==> config.mk <==
export PLATFORM = sky130hd
export DESIGN_NAME = segasys1_sprrom_ctrl
export DESIGN_NICKNAME = d
export VERILOG_FILES = /design/src/rtl/segasys1_sprrom_ctrl_pkg.sv /design/src/rtl/segasys1_sprrom_ctrl_line.sv /design/src/rtl/segasys1_sprrom_ctrl.sv
export SDC_FILE = /design/constraint.sdc
export NUM_CORES = 1
export LEC_CHECK = 0
export BUFFER_PORTS_ARGS = -buffer_cell sky130_fd_sc_hd__buf_2
export CAP_MARGIN = 20
export CORE_MARGIN = 4
export CORE_UTILIZATION = 45
export CTS_BUF_LIST = sky130_fd_sc_hd__clkbuf_4
export CTS_CLUSTER_DIAMETER = 50
export DETAILED_ROUTE_END_ITERATION = 10
export GPL_ROUTABILITY_DRIVEN = 0
export GPL_TIMING_DRIVEN = 0
export MAX_ROUTING_LAYER = met4
export PLACE_DENSITY = 0.7
export SYNTH_ARGS = -nofsm -noshare
export SYNTH_HDL_FRONTEND = slang
export SYNTH_SLANG_ARGS = --single-unit
export TNS_END_PERCENT = 5
==> constraint.sdc <==
create_clock -name VCLKx8 -period 4.3 [get_ports VCLKx8]
set_input_delay 0.86 -clock VCLKx8 [delete_from_list [all_inputs] [get_ports VCLKx8]]
set_output_delay 0.86 -clock VCLKx8 [all_outputs]
set_load 0.01 [all_outputs]
==> src/rtl/segasys1_sprrom_ctrl_pkg.sv <==
`default_nettype none
// +--------------------------------------------------------------------------+
// | Module   : segasys1_sprrom_ctrl_pkg                                      |
// | Purpose  : Shared definitions for the sprite pattern ROM fetch           |
// |            controller: FSM encoding, default byte address width,         |
// |            byte-lane select constants and a byte select helper.          |
// | Ports    : none (package)                                                |
// | Revision : 1.0 - initial release                                         |
// +--------------------------------------------------------------------------+
package segasys1_sprrom_ctrl_pkg;

  // Default renderer byte address width; word address is one bit narrower.
  localparam int C_SPRROM_AW = 18;

  // Width of the external pattern memory word.
  localparam int C_WORD_W = 16;

  // Byte-lane select: address bit 0 picks the lane (little-endian).
  localparam logic       C_LANE_LO = 1'b0;
  localparam logic       C_LANE_HI = 1'b1;

  // Byte enables driven on MEM_BE.
  localparam logic [1:0] C_BE_LO   = 2'b01;
  localparam logic [1:0] C_BE_HI   = 2'b10;
  localparam logic [1:0] C_BE_WORD = 2'b11;

  typedef enum logic [2:0] {
    ST_IDLE  = 3'd0,
    ST_HIT   = 3'd1,
    ST_FETCH = 3'd2,
    ST_RESP  = 3'd3,
    ST_WRITE = 3'd4
  } sprrom_state_t;

  // Pick the byte addressed by 'lane' out of a memory word.
  function automatic logic [7:0] sel_byte(input logic [C_WORD_W-1:0] word,
                                          input logic                lane);
    return (lane == C_LANE_HI) ? word[15:8] : word[7:0];
  endfunction

endpackage
`default_nettype wire

==> src/rtl/segasys1_sprrom_ctrl_line.sv <==
`default_nettype none
// +--------------------------------------------------------------------------+
// | Module   : segasys1_sprrom_line                                          |
// | Purpose  : Single-word line cache: tag, valid bit and one 16-bit word,   |
// |            with hit compare and a tag-matched invalidate port.           |
// | Ports    : VCLKx8/RESET_N  clock, async active-low reset                 |
// |            fill/fill_ok/fill_tag/fill_data  line load (valid=fill_ok)    |
// |            inval/inval_tag  clear valid when inval_tag matches the tag   |
// |            look_tag -> hit, line_data  lookup result                     |
// | Revision : 1.0 - initial release                                         |
// +--------------------------------------------------------------------------+
module segasys1_sprrom_line
  import segasys1_sprrom_ctrl_pkg::*;
#(
  parameter int WAW = C_SPRROM_AW - 1
) (
  input  logic                VCLKx8,
  input  logic                RESET_N,
  input  logic                fill,
  input  logic                fill_ok,
  input  logic [WAW-1:0]      fill_tag,
  input  logic [C_WORD_W-1:0] fill_data,
  input  logic                inval,
  input  logic [WAW-1:0]      inval_tag,
  input  logic [WAW-1:0]      look_tag,
  output logic                hit,
  output logic [C_WORD_W-1:0] line_data
);

  logic [WAW-1:0]      r_tag;
  logic                r_valid;
  logic [C_WORD_W-1:0] r_data;

  always_ff @(posedge VCLKx8 or negedge RESET_N) begin
    if (!RESET_N) begin
      r_tag   <= '0;
      r_valid <= 1'b0;
      r_data  <= '0;
    end else if (fill) begin
      // The controller folds any same-cycle invalidate into fill_ok.
      r_tag   <= fill_tag;
      r_data  <= fill_data;
      r_valid <= fill_ok;
    end else if (inval && (inval_tag == r_tag)) begin
      r_valid <= 1'b0;
    end
  end

  assign hit       = r_valid && (look_tag == r_tag);
  assign line_data = r_data;

endmodule
`default_nettype wire

==> src/rtl/segasys1_sprrom_ctrl.sv <==
`default_nettype none
// +--------------------------------------------------------------------------+
// | Module   : segasys1_sprrom_ctrl                                          |
// | Purpose  : Sprite pattern ROM fetch controller and arbiter. Shares the   |
// |            16-bit pattern memory between the renderer (byte reads with   |
// |            req/ack) and the ROM download writer (one-entry buffer,       |
// |            priority over reads).                                         |
// | Ports    : VCLKx8, RESET_N            clock, async active-low reset      |
// |            SPR_REQ/SPR_AD -> SPR_ACK/SPR_DT   renderer byte read         |
// |            DL_WR/DL_AD/DL_DT -> DL_BUSY       download byte write        |
// |            MEM_REQ/WE/AD/WD/BE, MEM_ACK/RD    pattern memory client      |
// | Config   : SEGASYS1_SPRROM_CACHE_EN enables the single-word line cache.  |
// | Revision : 1.0 - initial release                                         |
// +--------------------------------------------------------------------------+
module segasys1_sprrom_ctrl
  import segasys1_sprrom_ctrl_pkg::*;
#(
  parameter int AW = C_SPRROM_AW
) (
  input  logic                VCLKx8,
  input  logic                RESET_N,
  input  logic                SPR_REQ,
  input  logic [AW-1:0]       SPR_AD,
  output logic                SPR_ACK,
  output logic [7:0]          SPR_DT,
  input  logic                DL_WR,
  input  logic [AW-1:0]       DL_AD,
  input  logic [7:0]          DL_DT,
  output logic                DL_BUSY,
  output logic                MEM_REQ,
  output logic                MEM_WE,
  output logic [AW-2:0]       MEM_AD,
  output logic [C_WORD_W-1:0] MEM_WD,
  output logic [1:0]          MEM_BE,
  input  logic                MEM_ACK,
  input  logic [C_WORD_W-1:0] MEM_RD
);

  sprrom_state_t r_state, w_state_nxt;

  logic                r_dl_busy;
  logic [AW-1:0]       r_dl_ad;
  logic [7:0]          r_dl_dt;
  logic                r_mem_req;
  logic                r_mem_we;
  logic [AW-2:0]       r_mem_ad;
  logic [C_WORD_W-1:0] r_mem_wd;
  logic [1:0]          r_mem_be;
  logic                r_fetch_lane;
  logic [7:0]          r_spr_dt;

  logic                w_dl_accept;
  logic                w_dl_pend;
  logic [AW-1:0]       w_dl_pend_ad;
  logic [7:0]          w_dl_pend_dt;
  logic                w_hit;
  logic [C_WORD_W-1:0] w_line_data;
  logic                w_spr_ack;
  logic                w_go_hit;
  logic                w_go_fetch;
  logic                w_go_write;
  logic                w_fetch_done;
  logic                w_write_done;

  // A write arriving while the buffer is full is dropped.
  assign w_dl_accept  = DL_WR && !r_dl_busy;
  // A write captured this very cycle already wins arbitration in IDLE.
  assign w_dl_pend    = r_dl_busy || w_dl_accept;
  assign w_dl_pend_ad = r_dl_busy ? r_dl_ad : DL_AD;
  assign w_dl_pend_dt = r_dl_busy ? r_dl_dt : DL_DT;

`ifdef SEGASYS1_SPRROM_CACHE_EN
  logic w_fill_ok;

  // A download aimed at the word being fetched lands in memory after the
  // read, so the returned data is already stale: fill without validating.
  assign w_fill_ok = !((r_dl_busy   && (r_dl_ad[AW-1:1] == r_mem_ad)) ||
                       (w_dl_accept && (DL_AD[AW-1:1]   == r_mem_ad)));

  segasys1_sprrom_line #(
    .WAW (AW-1)
  ) u_line (
    .VCLKx8    (VCLKx8),
    .RESET_N   (RESET_N),
    .fill      (w_fetch_done),
    .fill_ok   (w_fill_ok),
    .fill_tag  (r_mem_ad),
    .fill_data (MEM_RD),
    .inval     (w_dl_accept),
    .inval_tag (DL_AD[AW-1:1]),
    .look_tag  (SPR_AD[AW-1:1]),
    .hit       (w_hit),
    .line_data (w_line_data)
  );
`else
  assign w_hit       = 1'b0;
  assign w_line_data = '0;
`endif

  always_ff @(posedge VCLKx8 or negedge RESET_N) begin
    if (!RESET_N) begin
      r_state <= ST_IDLE;
    end else begin
      r_state <= w_state_nxt;
    end
  end

  always_comb begin
    w_state_nxt  = r_state;
    w_spr_ack    = 1'b0;
    w_go_hit     = 1'b0;
    w_go_fetch   = 1'b0;
    w_go_write   = 1'b0;
    w_fetch_done = 1'b0;
    w_write_done = 1'b0;
    case (r_state)
      ST_IDLE: begin
        if (w_dl_pend) begin
          w_go_write  = 1'b1;
          w_state_nxt = ST_WRITE;
        end else if (SPR_REQ) begin
          if (w_hit) begin
            w_go_hit    = 1'b1;
            w_state_nxt = ST_HIT;
          end else begin
            w_go_fetch  = 1'b1;
            w_state_nxt = ST_FETCH;
          end
        end
      end
      ST_HIT: begin
        w_spr_ack   = 1'b1;
        w_state_nxt = ST_IDLE;
      end
      ST_FETCH: begin
        if (MEM_ACK) begin
          w_fetch_done = 1'b1;
          w_state_nxt  = ST_RESP;
        end
      end
      ST_RESP: begin
        // A renderer that gave up during the fetch gets no acknowledge.
        w_spr_ack   = SPR_REQ;
        w_state_nxt = ST_IDLE;
      end
      ST_WRITE: begin
        if (MEM_ACK) begin
          w_write_done = 1'b1;
          w_state_nxt  = ST_IDLE;
        end
      end
      default: begin
        w_state_nxt = ST_IDLE;
      end
    endcase
  end

  // Memory-side command and renderer data registers. Command fields are
  // loaded together with MEM_REQ so they stay stable for the whole request.
  always_ff @(posedge VCLKx8 or negedge RESET_N) begin
    if (!RESET_N) begin
      r_dl_busy    <= 1'b0;
      r_dl_ad      <= '0;
      r_dl_dt      <= '0;
      r_mem_req    <= 1'b0;
      r_mem_we     <= 1'b0;
      r_mem_ad     <= '0;
      r_mem_wd     <= '0;
      r_mem_be     <= '0;
      r_fetch_lane <= C_LANE_LO;
      r_spr_dt     <= '0;
    end else begin
      if (w_dl_accept) begin
        r_dl_busy <= 1'b1;
        r_dl_ad   <= DL_AD;
        r_dl_dt   <= DL_DT;
      end else if (w_write_done) begin
        r_dl_busy <= 1'b0;
      end

      if (w_go_write) begin
        r_mem_req <= 1'b1;
        r_mem_we  <= 1'b1;
        r_mem_ad  <= w_dl_pend_ad[AW-1:1];
        r_mem_wd  <= {w_dl_pend_dt, w_dl_pend_dt};
        r_mem_be  <= (w_dl_pend_ad[0] == C_LANE_HI) ? C_BE_HI : C_BE_LO;
      end else if (w_go_fetch) begin
        r_mem_req    <= 1'b1;
        r_mem_we     <= 1'b0;
        r_mem_ad     <= SPR_AD[AW-1:1];
        r_mem_be     <= C_BE_WORD;
        r_fetch_lane <= SPR_AD[0];
      end else if (w_fetch_done || w_write_done) begin
        r_mem_req <= 1'b0;
        r_mem_we  <= 1'b0;
      end

      if (w_go_hit) begin
        r_spr_dt <= sel_byte(w_line_data, SPR_AD[0]);
      end else if (w_fetch_done) begin
        r_spr_dt <= sel_byte(MEM_RD, r_fetch_lane);
      end
    end
  end

  assign SPR_ACK = w_spr_ack;
  assign SPR_DT  = r_spr_dt;
  assign DL_BUSY = r_dl_busy;
  assign MEM_REQ = r_mem_req;
  assign MEM_WE  = r_mem_we;
  assign MEM_AD  = r_mem_ad;
  assign MEM_WD  = r_mem_wd;
  assign MEM_BE  = r_mem_be;

endmodule
`default_nettype wire

---- After elaboration in Yosys (flattened, before gate mapping) ----
Cells that the tools add are included.
storage, ports and cells
  bits in registers ....................... 76
  latch bits .............................. 0
  RAM bits ................................ 0
  ROM bits ................................ 0
  input port bits ......................... 65
  output and inout bits ................... 47
  logic and storage cells ................. 58
  memories ................................ 0
cells by class
  add/sub/neg operators ................... 0
  multipliers ............................. 0
  div/mod/pow operators ................... 0
  order comparisons ....................... 0
  equality and inequality tests ........... 7
  shifts and indexed selects .............. 0
  multiplexer cells ....................... 29
  bitwise gates (word level) .............. 1
  reductions and logical operators ........ 10
operators by type and width
  kind                                                                    number
  17-bit two-way mux                                                      2
  18-bit two-way mux                                                      1
  8-bit two-way mux                                                       2
  1-bit two-way mux                                                       15
  3-bit two-way mux                                                       4
  3-bit one-hot mux with 3 select lines                                   1
  3-bit by 2-bit equality test with 1-bit output (second input constant)  2
  2-bit two-way mux                                                       3
  2-bit inequality test (second input constant)                           2
  2-bit nonzero test                                                      2
  3-bit by 1-bit equality test with 1-bit output (second input constant)  1
  3-bit equality test (second input constant)                             1
  3-bit logical NOT                                                       1
  3-bit inequality test (second input constant)                           1
  3-bit AND reduction                                                     1
  3-bit nonzero test                                                      1
  1-bit logical OR                                                        2
  1-bit one-hot mux with 2 select lines                                   1
  2-bit AND reduction                                                     1
  1-bit logical AND                                                       1
  1-bit logical NOT                                                       1
  1-bit inverter                                                          1

---- Longest topological paths before layout ----
  depth after elaboration ................. 7
  depth in mapped cells ................... 6
  depth with buffers taken out ............ 3

---- Worst setup path before layout ----
Ideal clock, no wire load.
  path type ............................... input -> output
  start ................................... in SPR_REQ
  end ..................................... out SPR_ACK
  arrival ................................. 1.200 ns
  data required time ...................... 3.440 ns
  path slack .............................. 2.240 ns
  cell stages on the path ................. 2
  buffers on the path ..................... 0
  cell sequence ........................... nor2b_1 -> nor3b_1
between the ends
  cells in the longest elaborated chain, start to end .. 1
RTL lines
  item                                   RTL line                     text
  from (decl)                            segasys1_sprrom_ctrl.sv:22   input logic SPR_REQ,
  1-bit one-hot mux with 2 select lines  segasys1_sprrom_ctrl.sv:116  case (r_state)
  to (decl)                              segasys1_sprrom_ctrl.sv:24   output logic SPR_ACK,
No other way between the ends.

---- Worst setup path after layout ----
Ends and elaborated chain as after synthesis.

==> impl_metrics.json <==
{
  "avgSynthCellArea_um2": 12.5,
  "grt_first_pass_wirelength_um": 12200,
  "port_buffers": 111,
  "final_hold_viol_count": 0,
  "postRouteAntennaNets": 0,
  "placedCellCount": 440,
  "report.final.slew_viol_count": 0,
  "setup_violations": 0,
  "yosysMostFrequentCell": "dfrtp_1",
  "final_nets": 436,
  "synth.top_cells.by_count": "68 x dfrtp_1, 35 x mux2i_1, 26 x mux2_2",
  "fmax_ghz": 0.443,
  "power.leakage_nw": 1.97,
  "seq_area_frac_synth_pct": 54.6,
  "die_h_um": 91.3,
  "synth.distinct_cells": 34,
  "grt_usage_pct": 19.2,
  "fillers": 608,
  "rows": 30,
  "grt_pass1_vias": 2469,
  "final_util_pct": 57.7,
  "dr.first_iter.drc_count": 117,
  "status": "finished, final reports clean",
  "synth_area_leaders": "dfrtp_1 55%, mux2i_1 11%, mux2_2 9.4%, o221a_1 3.2%, o21ai_0 2.7%",
  "dpl-instance-area_um2": 3780,
  "synth_ff_type": "dfrtp_1",
  "ir_drop_v": 0.000316,
  "ys_ff_latch": 68,
  "synth_edf_count": 0,
  "vias": 2413,
  "hp-class": "flip-flop to flip-flop",
  "coreArea_um2": 6760,
  "worst_skew_pair.late_latency_ns": 0.41,
  "h-tree-depth": 3,
  "area_delta_synth_final_pct": 25.1,
  "pin_count": 112,
  "antenna_found_initial": 0,
  "synth_area_um2": 3120,
  "rsz0062_at_grt": "no",
  "diodes": 0,
  "tightest_slew_ns": 0.862,
  "critPathLaunchType": "input pin",
  "cts.path.max_buffers": 2,
  "yosysWarnings": 0,
  "first_pass_iters": 4,
  "power_density_nw_per_um2": 739,
  "post-cts-setup-buffers": 0,
  "synth_cells": 249,
  "finClkSkew_ns": 0.0153,
  "cts_num_sinks": 68,
  "synthArstFlopShare_pct": 100,
  "design_area_um2": 3900,
  "grt_max_degree": 69,
  "fin_cells": 455,
  "drc": 0,
  "viasPerCell": 5.30,
  "dp_hpwl_um": 5210,
  "cts_made_buffers": 9,
  "grt_overflow_total": 0,
  "die-width_um": 91.3,
  "path_clk_slew_ns": 0.10,
  "dieArea_um2": 8330,
  "root_buffer": "clkbuf_4",
  "final.setup.tns_ns": 0,
  "required_ns": 3.44,
  "cts_tree": "built",
  "fin_crit_ns": 2.26,
  "yosys.area.top_type_share_pct": 54.6,
  "fin_crit_sh_pct": 52.5,
  "maxSlewHeadroom_pct": 42.6,
  "multi_input_area_um2": 1250,
  "area.sequential_um2": 1700,
  "initial_core_util_pct": 46.2,
  "drt-total-wl_um": 7400,
  "syn_nets": 314,
  "maxCapViolCount": 0,
  "crit_type": "input pin to primary output",
  "cp-end-kind": "primary output",
  "cts_resized": 0,
  "drive_gt1_share_pct": 47.5,
  "path_max_fanout": 7,
  "wl_per_cell_um": 16.3,
  "postCtsHoldBufs": 0,
  "p_total_mw": 2.88,
  "arrival_ns": 1.40,
  "yosys.area.top_type": "dfrtp_1"
}
-- logic make-up after synthesis --
group,count (synthesis),share of synthesized area [%]
flip-flops,68,54.6
multiplexers,62,21.0
AO/OA/AOI/OAI,50,11.8
AND/OR/NAND/NOR,40,6.98
buffers and inverters,28,5.38
XOR/XNOR,1,0.281
-- per-layer routing --
| metal | part of all wire, % | up-vias | GRT usage (%) |
|---|---|---|---|
| met5 | 0 | - | - |
| met1 | 44 | 1171 | 23.7 |
| met2 | 49 | 72 | 30.6 |
| li1 | - | 1157 | - |
| met4 | 2.0 | 0 | 8.29 |
| met3 | 5.1 | 13 | 3.98 |
-- stage by stage --
step,setup WS (ns),hold slack (ns)
after floorplan,2.24,0.479
after global placement,2.02,0.457
after detailed placement,2.00,0.464
after CTS,2.02,0.488
after global routing,1.92,0.524
final,2.04,0.482
-- report_power, final --
part           leakage, nW  switching, mW  internal [mW]  total [mW]
clock network       0.0694          0.218          0.182       0.400
registers            0.804          0.163          0.957        1.12
logic                 1.09          0.672          0.691        1.36
-- path summary, 6_finish.rpt --
kind | from | to | slack, ns | depth (start not counted)
min | MEM_REQ$_DFFE_PN0P_ | MEM_REQ$_DFFE_PN0P_ | 0.48 | 1
max reg2reg | r_state[1]$_DFFE_PN0P_ | r_fetch_lane$_DFFE_PN0P_ | 2.57 | 5
min in group asynchronous | RESET_N | SPR_DT[4]$_DFFE_PN0P_ | 0.56 | 1
min reg2reg | MEM_REQ$_DFFE_PN0P_ | MEM_REQ$_DFFE_PN0P_ | 0.48 | 1
max | SPR_REQ | SPR_ACK | 2.04 | 4
max in group asynchronous | RESET_N | r_dl_ad[11]$_DFFE_PN0P_ | 3.17 | 1
-- cell type report --
class | instances | area share (%)
sequential | 68 | 43.6
multi-input combinational | 153 | 32.0
timing repair buffer | 111 | 14.3
buffer | 28 | 4.30
tap | 80 | 2.57
clock buffer | 11 | 2.12
clock inverter | 4 | 1.06
-- critical path, cell delays in order --
cell	delay [ns]
buf_2	0.16
nor2b_1	0.07
nor3b_1	0.16
buf_2	0.16
-- registers in the layout, indices dropped and copies added, names as in the netlist --
| register | cells |
|---|---|
| r_state | 3 |
| MEM_REQ | 1 |
| r_dl_dt | 8 |
| DL_BUSY | 1 |
| MEM_BE | 2 |
| r_fetch_lane | 1 |
| SPR_DT | 8 |
| MEM_AD | 17 |
| r_dl_ad | 18 |
| MEM_WD | 8 |
| MEM_WE | 1 |
-- cell usage in the layout, fill, tap and decap left out, drive strengths merged, types with 5 or more instances in the layout --
master / count
nand3: 13
o221a: 12
clkbuf: 16
a21oi: 10
dfrtp: 68
nor2: 10
o21ai: 18
mux2i: 35
nor3: 7
buf: 134
a221o: 5
mux2: 27
No activity file was read; power rests on OpenSTA's default activity.
